`src/rtl/rr_arb_pkg.sv`:
```
// Shared definitions for the 8-way round-robin arbiter: widths, state encoding
// and the index-to-one-hot decode used to form the grant vector.
package rr_arb_pkg;

    localparam int N_REQ        = 8;
    localparam int IDX_W        = 3;
    localparam int DEF_MAX_HOLD = 16;

    typedef enum logic [1:0] {
        ST_IDLE  = 2'd0,
        ST_GRANT = 2'd1,
        ST_GAP   = 2'd2
    } state_t;

    function automatic logic [N_REQ-1:0] onehot8(input logic [IDX_W-1:0] idx);
        logic [N_REQ-1:0] vec;
        vec      = {N_REQ{1'b0}};
        vec[idx] = 1'b1;
        return vec;
    endfunction

endpackage

```
`src/rtl/rr_arb8_ctrl_if.sv`:
```
// Requester-bank / arbiter handshake bundle: requests, releases and the grant outputs.
interface rr_arb8_ctrl_if;
    import rr_arb_pkg::*;

    logic               en;
    logic [N_REQ-1:0]   req;
    logic [N_REQ-1:0]   done;
    logic [N_REQ-1:0]   gnt;
    logic [IDX_W-1:0]   gnt_idx;
    logic               gnt_valid;
    logic               timeout;

    modport master (
        output en, req, done,
        input  gnt, gnt_idx, gnt_valid, timeout
    );

    modport slave (
        input  en, req, done,
        output gnt, gnt_idx, gnt_valid, timeout
    );

endinterface

```
`src/rtl/rr_pick8.sv`:
```
// Combinational rotate-priority picker: first set request bit searching
// upward from the slot just after the previous winner, wrapping mod 8.
module rr_pick8
    import rr_arb_pkg::*;
(
    input  logic [N_REQ-1:0] req,
    input  logic [IDX_W-1:0] last,
    output logic [IDX_W-1:0] idx,
    output logic             any
);

    logic [IDX_W-1:0] cand_s;

    // Scan last+1 .. last+8; the previous winner is examined last
    always_comb begin
        idx    = {IDX_W{1'b0}};
        any    = 1'b0;
        cand_s = last;
        for (int i = 1; i <= N_REQ; i++) begin
            cand_s = last + IDX_W'(i);
            idx    = (!any && req[cand_s]) ? cand_s : idx;
            any    = any | req[cand_s];
        end
    end

endmodule

```
`src/rtl/rr_arb8_ctrl.sv`:
```
// Sequenced round-robin arbiter for one shared resource: IDLE -> GRANT -> GAP,
// grant held until release or hold limit, one turnaround cycle between owners.
module rr_arb8_ctrl
    import rr_arb_pkg::*;
#(
    parameter int MAX_HOLD = DEF_MAX_HOLD,
    parameter int CNT_W    = 8
) (
    input  logic            clk,
    input  logic            rst,
    rr_arb8_ctrl_if.slave   bus
);

    state_t             state_r;
    logic [IDX_W-1:0]   last_r;
    logic [CNT_W-1:0]   cnt_r;
    logic [N_REQ-1:0]   gnt_r;
    logic [IDX_W-1:0]   gnt_idx_r;
    logic               gnt_valid_r;
    logic               timeout_r;

    logic [IDX_W-1:0]   pick_idx_s;
    logic               pick_any_s;
    logic               win_done_s;
    logic               win_req_s;
    logic               limit_s;
    logic               release_s;
    logic               force_s;

    rr_pick8 u_pick (
        .req  (bus.req),
        .last (last_r),
        .idx  (pick_idx_s),
        .any  (pick_any_s)
    );

    // Release decode for the current winner; only its own done/req bits matter
    always_comb begin
        win_done_s = bus.done[gnt_idx_r];
        win_req_s  = bus.req[gnt_idx_r];
        limit_s    = (cnt_r == CNT_W'(MAX_HOLD - 1));
        release_s  = win_done_s | ~win_req_s | limit_s;
        force_s    = limit_s & ~win_done_s & win_req_s;
    end

    // Arbitration FSM with all outputs registered
    always_ff @(posedge clk or posedge rst) begin
        if (rst) begin
            state_r     <= ST_IDLE;
            last_r      <= 3'd7;
            cnt_r       <= {CNT_W{1'b0}};
            gnt_r       <= 8'h00;
            gnt_idx_r   <= 3'd0;
            gnt_valid_r <= 1'b0;
            timeout_r   <= 1'b0;
        end else begin
            case (state_r)
                ST_IDLE, ST_GAP: begin
                    timeout_r <= 1'b0;
                    if (bus.en && pick_any_s) begin
                        state_r     <= ST_GRANT;
                        gnt_r       <= onehot8(pick_idx_s);
                        gnt_idx_r   <= pick_idx_s;
                        gnt_valid_r <= 1'b1;
                        last_r      <= pick_idx_s;
                        cnt_r       <= {CNT_W{1'b0}};
                    end else begin
                        state_r     <= ST_IDLE;
                        gnt_r       <= 8'h00;
                        gnt_valid_r <= 1'b0;
                    end
                end
                ST_GRANT: begin
                    cnt_r <= cnt_r + CNT_W'(1);
                    if (release_s) begin
                        state_r     <= ST_GAP;
                        gnt_r       <= 8'h00;
                        gnt_valid_r <= 1'b0;
                        timeout_r   <= force_s;
                    end else begin
                        timeout_r   <= 1'b0;
                    end
                end
                default: begin
                    state_r     <= ST_IDLE;
                    gnt_r       <= 8'h00;
                    gnt_valid_r <= 1'b0;
                    timeout_r   <= 1'b0;
                end
            endcase
        end
    end

    assign bus.gnt       = gnt_r;
    assign bus.gnt_idx   = gnt_idx_r;
    assign bus.gnt_valid = gnt_valid_r;
    assign bus.timeout   = timeout_r;

endmodule
```
`src/flat_wrapper.sv`:
```
// flat-port wrapper written by rule: the top's interface ports become plain ports
module rr_arb8_ctrl_flat import rr_arb_pkg::*;
#(
    parameter int MAX_HOLD = DEF_MAX_HOLD,
    parameter int CNT_W    = 8
)
  (clk, rst, bus_en, bus_req, bus_done, bus_gnt, bus_gnt_idx, bus_gnt_valid, bus_timeout);
  rr_arb8_ctrl_if bus_i ();
  input  logic clk;
  input  logic rst;
  input wire logic [$bits(bus_i.en)-1:0] bus_en;
  input wire logic [$bits(bus_i.req)-1:0] bus_req;
  input wire logic [$bits(bus_i.done)-1:0] bus_done;
  output wire logic [$bits(bus_i.gnt)-1:0] bus_gnt;
  output wire logic [$bits(bus_i.gnt_idx)-1:0] bus_gnt_idx;
  output wire logic [$bits(bus_i.gnt_valid)-1:0] bus_gnt_valid;
  output wire logic [$bits(bus_i.timeout)-1:0] bus_timeout;
  assign bus_i.en = bus_en;
  assign bus_i.req = bus_req;
  assign bus_i.done = bus_done;
  assign bus_gnt = bus_i.gnt;
  assign bus_gnt_idx = bus_i.gnt_idx;
  assign bus_gnt_valid = bus_i.gnt_valid;
  assign bus_timeout = bus_i.timeout;
  rr_arb8_ctrl #(.MAX_HOLD(MAX_HOLD), .CNT_W(CNT_W)) u_core (.clk(clk), .rst(rst), .bus(bus_i));
endmodule
```
`config.mk`:
```
export PLATFORM = sky130hd
export DESIGN_NAME = rr_arb8_ctrl_flat
export DESIGN_NICKNAME = d
export VERILOG_FILES = /design/src/rtl/rr_arb_pkg.sv /design/src/rtl/rr_arb8_ctrl_if.sv /design/src/rtl/rr_pick8.sv /design/src/rtl/rr_arb8_ctrl.sv /design/src/flat_wrapper.sv
export SDC_FILE = /design/constraint.sdc
export NUM_CORES = 1
export LEC_CHECK = 0
export BUFFER_PORTS_ARGS = -buffer_cell sky130_fd_sc_hd__buf_2
export CELL_PAD_IN_SITES_DETAIL_PLACEMENT = 1
export CELL_PAD_IN_SITES_GLOBAL_PLACEMENT = 2
export CORE_ASPECT_RATIO = 1.75
export CORE_MARGIN = 5
export CORE_UTILIZATION = 32
export DETAILED_ROUTE_END_ITERATION = 8
export MAX_ROUTING_LAYER = met4
export PLACE_DENSITY_LB_ADDON = 0.12
export SETUP_SLACK_MARGIN = 0.1
export SLEW_MARGIN = 20
export SYNTH_ARGS = -nofsm -noshare
export SYNTH_HDL_FRONTEND = slang
export SYNTH_SLANG_ARGS = --single-unit
```
`constraint.sdc`:
```
create_clock -name clk -period 3.6 [get_ports clk]
set_input_delay 0.72 -clock clk [delete_from_list [all_inputs] [get_ports clk]]
set_output_delay 0.72 -clock clk [all_outputs]
set_load 0.02 [all_outputs]
```
# == Yosys cells after proc, flatten, opt, wreduce, memory -nomap -nowiden ==
# Cells that the tools add are included.
# totals
reg_bits,26
latchBits,0
ramBits,0
romBits,0
in_bits,19
out_inout_bits,13
word_cells,108
memories,0
# classes
add_sub_neg,8
multipliers,0
div,0
order_cmp,11
n_eq_ne,5
shift,0
mux,43
bitwise_logic,13
reduce_logical,21
# op_table
op,n
$lt A3 B4 Y1 const B,10
$pmux W8 S2,2
$bmux W1 S3,10
$mux W3,8
$mux W8,3
$mux W1,16
$add A3 B3 Y3 const B,4
$logic_and A1 B1 Y1,9
$or A1 B1 Y1,9
$add A8 B1 Y8 const B,1
$eq A8 B4 Y1 const B,1
$logic_not A1 Y1,7
$add A3 B2 Y3 const B,2
$ne A2 B1 Y1 const B,2
$pmux W2 S2,1
$reduce_and A2 Y1,2
$add A3 B1 Y3 const B,1
$demux W1 S3,1
$ge A3 B1 Y1 const B,1
$and A1 B1 Y1,2
$eq A2 B1 Y1 const B,1
$eq A2 B2 Y1 const B,1
$logic_not A2 Y1,1
$mux W2,1
4 further kinds,5

# == Logic depth before layout (Yosys ltp) ==
# Gate-level depths: netlist of the first run.
# logic_depth
ltp_word,18
depth_mapped,14
ltp_nobuf,9

# == By module ==
# A second synthesis of the first run with hierarchy kept.
# hier_totals
hier_cells,209
hier_area_um2,2003.2
# modules_own_cells
mod,instances,cells_each,area_per_inst_um2,seq_area_each_um2
rr_arb8_ctrl,1,116,1217.4,654.4
rr_pick8,1,93,785.8,0.0

# == Worst setup path before layout of the first run ==
# Ideal clock, no wire load.
# synth_path
path_type,register to register
from,register u_core.last_r[0]
to,"register u_core.gnt_r[1], in the netlist u_core.bus.gnt[1]"
setup_ns,0.122
arrival_time_ns,3.429
required_time_ns,3.478
slack_ns,0.049
stages_incl_launch_ff,13
n_path_buf,3
synth_period_minus_slack_ns,3.551
cell_sequence,dfstp_2 > buf_6 > buf_2 > inv_1 > ha_1 > buf_2 > mux4_2 > mux2_2 > or3_1 > o221a_1 > o32a_1 > and2_4 > a32o_1
# synth_via
elab_chain_len,18
word_cells_on_any_way,60
cone_classes,7 x add/sub; 2 x order compare; 28 x mux; 7 x bitwise; 16 x reduce/logical
# synth_rtl
element,line_no,rtl
start: declaration,rr_arb8_ctrl.sv:15,logic [IDX_W-1:0] last_r;
start signal: assignment,rr_arb8_ctrl.sv:65,last_r <= pick_idx_s;
$add A3 B1 Y3 / $add A3 B2 Y3 (equally long branches),rr_pick8.sv:20,cand_s = last + IDX_W'(i);
$bmux W1 S3,"rr_pick8.sv:21, rr_pick8.sv:22",
$mux W1 (implied by the code),"rr_pick8.sv:21, rr_pick8.sv:22",
$or A1 B1 Y1 / $logic_not A1 Y1 (equally long branches),"rr_pick8.sv:22, rr_pick8.sv:21",
$logic_not A1 Y1 (tied with other cells),rr_pick8.sv:21,idx = (!any && req[cand_s]) ? cand_s : idx;
$logic_and A1 B1 Y1 (tied with other cells),rr_pick8.sv:21,
$mux W3 (tied with other cells) (4 in series),rr_pick8.sv:21,
$mux W3 / $logic_and A1 B1 Y1 (equally long branches),rr_pick8.sv:21,
$mux W3,rr_pick8.sv:21,
$lt A3 B4 Y1 (implied by the code) / $ge A3 B1 Y1 (equally long branches),rr_arb_pkg.sv:18,vec[idx] = 1'b1;
$logic_and A1 B1 Y1 (implied by the code),rr_arb_pkg.sv:18,
$mux W1 (implied by the code),rr_arb_pkg.sv:18,
$demux W1 S3,--,
$mux W8 *,rr_arb8_ctrl.sv:60,if (bus.en && pick_any_s) begin
$pmux W8 S2 *,rr_arb8_ctrl.sv:57,case (state_r)
end signal: assignment,rr_arb8_ctrl.sv:62,gnt_r <= onehot8(pick_idx_s);
end: declaration,rr_arb8_ctrl.sv:17,logic [N_REQ-1:0] gnt_r;
# Every way passes the cells marked *; elsewhere a longest branch is shown, timed or not. The select of a mux whose other input is x is not followed.
# A chain may end at the register's enable or synchronous reset.

# == Final worst setup path of the first run ==
# layout_path
from,register u_core.last_r[1]
to,"register u_core.gnt_r[1], in the netlist u_core.bus.gnt[1]"
# Same word-level chain as after synthesis.

==> results of run 1 <==
-- Yosys cell counts (3+ instances only) --
| library cell | count | area (um2) |
|---|---|---|
| dfrtp_1 | 22 | 551 |
| nor2_1 | 20 | 75.1 |
| nand2_1 | 19 | 71.3 |
| a21oi_1 | 12 | 60.1 |
| inv_1 | 12 | 45.0 |
| mux2i_1 | 11 | 110 |
| clkbuf_1 | 9 | 33.8 |
| mux4_2 | 9 | 203 |
| a32o_1 | 8 | 80.1 |
| mux2_2 | 7 | 78.8 |
| o21ai_0 | 7 | 35.0 |
| nand2b_1 | 6 | 37.5 |
| nand3_1 | 6 | 30.0 |
| o32ai_1 | 6 | 52.6 |
| and2_1 | 5 | 31.3 |
| buf_2 | 5 | 25.0 |
| a22o_1 | 4 | 35.0 |
| a31oi_1 | 4 | 25.0 |
| o22ai_1 | 4 | 25.0 |
| xor2_1 | 4 | 35.0 |
| a221oi_1 | 3 | 26.3 |
| a22oi_1 | 3 | 22.5 |
| dfstp_2 | 3 | 78.8 |
| ha_1 | 3 | 37.5 |
| o211ai_1 | 3 | 22.5 |
| or3_1 | 3 | 18.8 |
-- routing by layer --
metal  share of wire (%)  GRT usage, %
met1                  38          17.4
met2                  59          32.4
met3                 1.5         0.855
met4                 1.9          4.59
met5                   0             -
-- power breakdown --
part           internal [mW]  switching [mW]  leakage (nW)
clock                  0.151          0.0901        0.0382
combinational          0.844            1.19         0.733
sequential             0.384          0.0918         0.324
total                   1.38            1.37          1.10
-- worst max-delay path, stage by stage, from the launching register on --
cell     delay, ps
dfstp_2        530
inv_1           90
ha_2           440
mux4_2         530
mux2_2         300
or3_1          370
o221a_1        220
o32a_1         340
and2_4         190
a32o_1         250
-- worst paths after layout --
check                                          to               from
worst max-delay path            u_core.bus.gnt[1]   u_core.last_r[1]
worst min-delay path            u_core.bus.gnt[5]  u_core.bus.gnt[5]
worst max register to register  u_core.bus.gnt[1]   u_core.last_r[1]
worst min register to register  u_core.bus.gnt[5]  u_core.bus.gnt[5]
max in group asynchronous         u_core.cnt_r[1]                rst
min in group asynchronous       u_core.bus.gnt[6]                rst
-- state kept, by name (all words and copies together), names as in the netlist --
register	count
u_core.bus.gnt_valid	1
u_core.cnt_r	8
u_core.bus.gnt_idx	3
u_core.bus.timeout	1
u_core.state_r	1
u_core.bus.gnt	8
u_core.last_r	3
-- final cells by class --
class / instances / area (um2)
fill: 756 / 4000
multi-input combinational: 178 / 1400
sequential: 25 / 629
timing repair buffer: 41 / 230
tap: 82 / 103
clock buffer: 4 / 78.8
inverter: 12 / 45.0
-- per-stage QoR --
step / total power [mW] / area, um2 / cells / worst slack, ps
after floorplan: 1.94 / 2140 / 230 / 148
after global placement: 2.49 / 2400 / 338 / 262
after detailed placement: 2.51 / 2400 / 338 / 174
after CTS: 2.76 / 2480 / 342 / 169
after global routing: 2.99 / 2490 / 342 / 124
final: 2.75 / 2490 / 342 / 236
-- kinds of logic after synthesis --
kind of cell	Yosys count	share of synthesized area [%]
compound gates	67	23.3
simple gates	73	16.7
buf+inv	27	5.40
fa+ha+maj	3	1.76
flops	25	29.5
mux	29	20.8
xor+xnor	6	2.47
-- repair_timing --
item                                    4_1_cts  5_1_grt
endpoints found under the setup margin        0        7
endpoints found under the hold margin         0        0
gates resized for setup                       0        3
==> summary.txt, run 1 <==
STA
  – Rel. slew slack: 36.2%
  – Slew @ Worst Pin: between 900 and 1000 ps
  – Max-slew violation count: 0
  – Hold_ws: 484 ps
  – Final-report hold violation count: 0
  – RSZ-0062 raised after global routing: no
  – Final setup viols: 0
  – Setup_tns: 0 ps
  – Worst Skew: 2.42 ps
  – Post-layout minimum cycle time: 3360 ps
  – Final period util: 93.4%
  – Fmax: 297 MHz

Cells and area
  – Diode count: 0
  – Synth-to-Final Area Change: 16.8%
  – Commonest non-fill, non-tap cell in the layout: buf_2
  – Most frequent cells in the layout: 31 x buf_2, 22 x dfrtp_1, 20 x nor2_1, 19 x nand2_1
  – Final Core Density: about two fifths
  – Fraction of layout cells with a size suffix above 1: a little over a quarter
  – Final net count: 283

Synthesis
  – Net Count, Synth: 252
  – Cells after synthesis: 230
  – Post-synth top flop: dfrtp_1
  – FF+latch count, synth: 25
  – Synthesized area per cell: between 9 and 10 um2
  – Synth unique cells: 47
  – EDFF count, synth: 0
  – Post-synthesis sequential area ratio: 29.5%
  – Asr flop ratio synth: 100%
  – Syn. warnings: 0
  – Synthesized area: ~0.0021 mm2

Setup path
  – CP max FO: 8
  – CP startpoint kind: register
  – Crit end category: register
  – WP data required: around 3700 ps
  – Arrival @ worst endpoint: 3510 ps
  – Reg2Reg Setup Slack: 240 ps
  – Worst Reg-to-Reg Cells: 9
  – WS Path Type: reg -> reg

Global routing
  – Initial antenna violation count: 0
  – First-pass GRT wire length: 11000 um
  – Largest net degree at the start of global routing: 26
  – Gr ovfl total: 0
  – Number of global-route vias before repair: about 2200
  – GRT Resource Usage Total: between 10% and 20%

Routing
  – Routed Antenna Nets: 0
  – Final WL: 6690 um
  – Routed wire length per instance: 19.6 um
  – First drt pass iteration count: 6
  – Vias per inst: roughly 5.8
  – Vias: about 2000
  – Detailed Route Iter0 Violations: 87
  – Post-route DRC violation count: 0

Outcome
  – Status: finished, final reports clean

Floorplanning
  – Rows: 39
  – Die W: 71.7 um
  – Die area: 0.00845 mm2
  – Io pins: 32
  – Die Y: about 120 um
  – Core area: 0.00649 mm2
  – Starting Density: 32.8%

Power
  – VDD IR max: 0.000384 V
  – Pwr/cell area: about 1100 mW/mm2
  – Leak pwr: between 1 and 1.5 nW

Placed design
  – Port Buffers: 31
  – RePlAce Congestion: 0.817
  – Post-DP HPWL: 5330 um

Clock tree
  – H-tree level count: 1
  – Root Buffer: clkbuf_16
  – CTS Buffer Depth: 2
  – Worst-skew pair later-pin latency: 250 ps
  – CTS tree: built
  – Hold buffer count at CTS: 0
  – CTS buffer count: 3
  – Post-CTS setup buffer count: 0
  – CTS sink cnt: 25
  – Reg clk slew, reported paths: 60 ps

Min path
  – Worst hold stages: 1
  – Worst min-delay path class: reg -> reg

Run
  – Max cap viols: 0
(Power assumes the default switching activity.)
==> run 2, diff against run 1 <==
--- a/config.mk
+++ b/config.mk
@@ -9,7 +9,7 @@
 export CELL_PAD_IN_SITES_DETAIL_PLACEMENT = 1
 export CELL_PAD_IN_SITES_GLOBAL_PLACEMENT = 2
 export CORE_ASPECT_RATIO = 1.75
-export CORE_MARGIN = 5
+export CORE_MARGIN = 4
 export CORE_UTILIZATION = 32
 export DETAILED_ROUTE_END_ITERATION = 8
 export MAX_ROUTING_LAYER = met4
==> run 2 against run 1 <==
Non-clock buffer count grew 1. Global-route usage grew 0.60 points. Setup slack lost 1.4 ps. Die area shrank 4.4%. Hold slack gained 11 ps. Maximum frequency is essentially flat. Total power is essentially flat. Via count shrank 1.5%.
==> summary.txt, run 2 (synthesis gave the netlist of run 1 again) <==
Outcome
  – Status: finished, final reports clean

STA
  – Final period util: 93.5%
  – RSZ-0062 raised after global routing: yes
  – Slew @ Worst Pin: 951 ps
  – Fmax: 297 MHz
  – Worst Skew: roughly 2.6 ps
  – Max-slew violation count: 0
  – Setup WS post-layout: ~230 ps
  – Rel. slew slack: a little over a third
  – Post-layout minimum cycle time: about 3400 ps
  – Setup_tns: 0 ps
  – Final setup viols: 0
  – Final-report hold violation count: 0

Setup path
  – Reg2Reg Setup Slack: 230 ps
  – Kind of cell adding the most delay to the critical path: multiplexers
  – WP data required: 3740 ps
  – CP max FO: 6
  – Arrival @ worst endpoint: 3510 ps
  – Crit end category: register
  – Critical Path End: u_core.bus.gnt[5]
  – Cell chain of the critical path: inv_1 -> ha_1 -> mux4_2 -> mux2_2 -> or3_1 -> o221a_1 -> o32a_1 -> and2_4 -> a32o_1
  – Crit path buf inv count: 1
  – Slowest cell delay on critical path: 550 ps
  – Reg-to-reg endpoint: u_core.bus.gnt[5]
  – Worst Setup SP: u_core.last_r[1]
  – Slowest CP cell: mux4_2
  – WS Path Type: reg -> reg
  – CP startpoint kind: register
  – Reg2reg start: u_core.last_r[1]
  – Worst Reg-to-Reg Cells: 9
  – Logic depth of the worst path, buffers included: 9

Cells and area
  – Diode count: 0
  – Final net count: 284
  – Fraction of layout cells with a size suffix above 1: 27.2%
  – Synth-to-Final Area Change: 17.0%
  – Commonest non-fill, non-tap cell in the layout: buf_2
  – Multi-input logic area: roughly 0.0014 mm2
  – Storage cell area: 629 um2
  – Design Area, Final: 0.00249 mm2
  – Fillers: 784
  – Final Core Density: 38.4%
  – Most frequent cells in the layout: 31 x buf_2, 22 x dfrtp_1, 20 x nor2_1, 19 x nand2_1

Routing
  – First drt pass iteration count: 4
  – Final WL: 6660 um
  – Post-route DRC violation count: 0
  – Detailed Route Iter0 Violations: 129
  – Vias: 1964
  – Routed Antenna Nets: 0
  – Routed wire length per instance: 19.4 um
  – Vias per inst: about 5.7

Min path
  – Worst min-delay path class: reg -> reg

Power
  – Leak pwr: about 1.1 nW
  – VDD IR max: between 0.0003 and 0.0004 V
  – Power, Total: 2.75 mW
  – Pwr/cell area: around 1100 mW/mm2

Floorplanning
  – Die Y: 116 um
  – Core area: 0.00649 mm2
  – Die area: about 0.0081 mm2
  – Die W: about 70 um
  – Starting Density: 32.8%
  – Rows: 39
  – Io pins: 32

Clock tree
  – CTS Buffer Depth: 2
  – Root Buffer: clkbuf_16
  – CTS tree: built
  – Hold buffer count at CTS: 0
  – CTS sink cnt: 25
  – CTS buffer count: 3
  – Worst-skew pair later-pin latency: 250 ps
  – H-tree level count: 1
  – Reg clk slew, reported paths: 60 ps

Global routing
  – Gr ovfl total: 0
  – Initial antenna violation count: 0
  – GRT Resource Usage Total: between 15 and 20%
  – Number of global-route vias before repair: 2099
  – First-pass GRT wire length: 10800 um
  – Largest net degree at the start of global routing: 26

Run
  – Max cap viols: 0

Placed design
  – Port Buffers: 31
  – Post-DP HPWL: 5350 um
  – Post-DP Area: between 0.002 and 0.0025 mm2
  – Dpl ws: 227 ps
  – RePlAce Congestion: 0.829
run 2: cell type report:
cell class / instances / share of cell area [%]
tap: 82 / 4.11
timing repair buffer: 42 / 9.53
multi-input combinational: 178 / 56.1
clock buffer: 4 / 3.16
inverter: 12 / 1.81
sequential: 25 / 25.2
run 2: metrics by stage:
step	std cells	hold WS [ps]
floorplan	230	508
global placement	339	481
detailed placement	339	484
CTS	343	498
global route	343	521
finish	343	494
run 2: worst min-delay path by stage:
stage	slack, ps	startpoint	cells after the start	endpoint
after floorplan	510	u_core.cnt_r[2]	1	u_core.cnt_r[2]
after global placement	480	u_core.bus.gnt[7]	1	u_core.bus.gnt[7]
after detailed placement	480	u_core.bus.gnt[7]	1	u_core.bus.gnt[7]
after CTS	500	u_core.bus.gnt[7]	1	u_core.bus.gnt[7]
after global routing	520	u_core.bus.gnt[4]	1	u_core.bus.gnt[4]
final	490	u_core.bus.gnt[7]	1	u_core.bus.gnt[7]
run 2: report_power, final:
part           leakage, nW  switching (mW)  internal (mW)  total (mW)
Clock               0.0382          0.0904          0.151       0.241
Combinational        0.740            1.19          0.846        2.03
Sequential           0.324          0.0911          0.384       0.475
Total                 1.10            1.37           1.38        2.75
run 2: worst register-to-register path, cell delays in order, from the launching register on:
cell,delay [ps]
dfstp_2,530
inv_1,90
ha_1,440
mux4_2,550
mux2_2,290
or3_1,370
o221a_1,220
o32a_1,340
and2_4,190
a32o_1,250
run 2: timing repair:
| action | in CTS | in global routing |
|---|---|---|
| resized for setup | 0 | 1 |
| setup buffers | 0 | 0 |
| endpoints found under the setup margin | 0 | 4 |
run 2: layer usage:
layer	share of wire (%)	wire, um	track usage (%)
met1	38	2530	17.4
met5	0	0	-
met4	3.5	234	7.16
met2	57	3820	34.0
met3	1.1	76	1.13
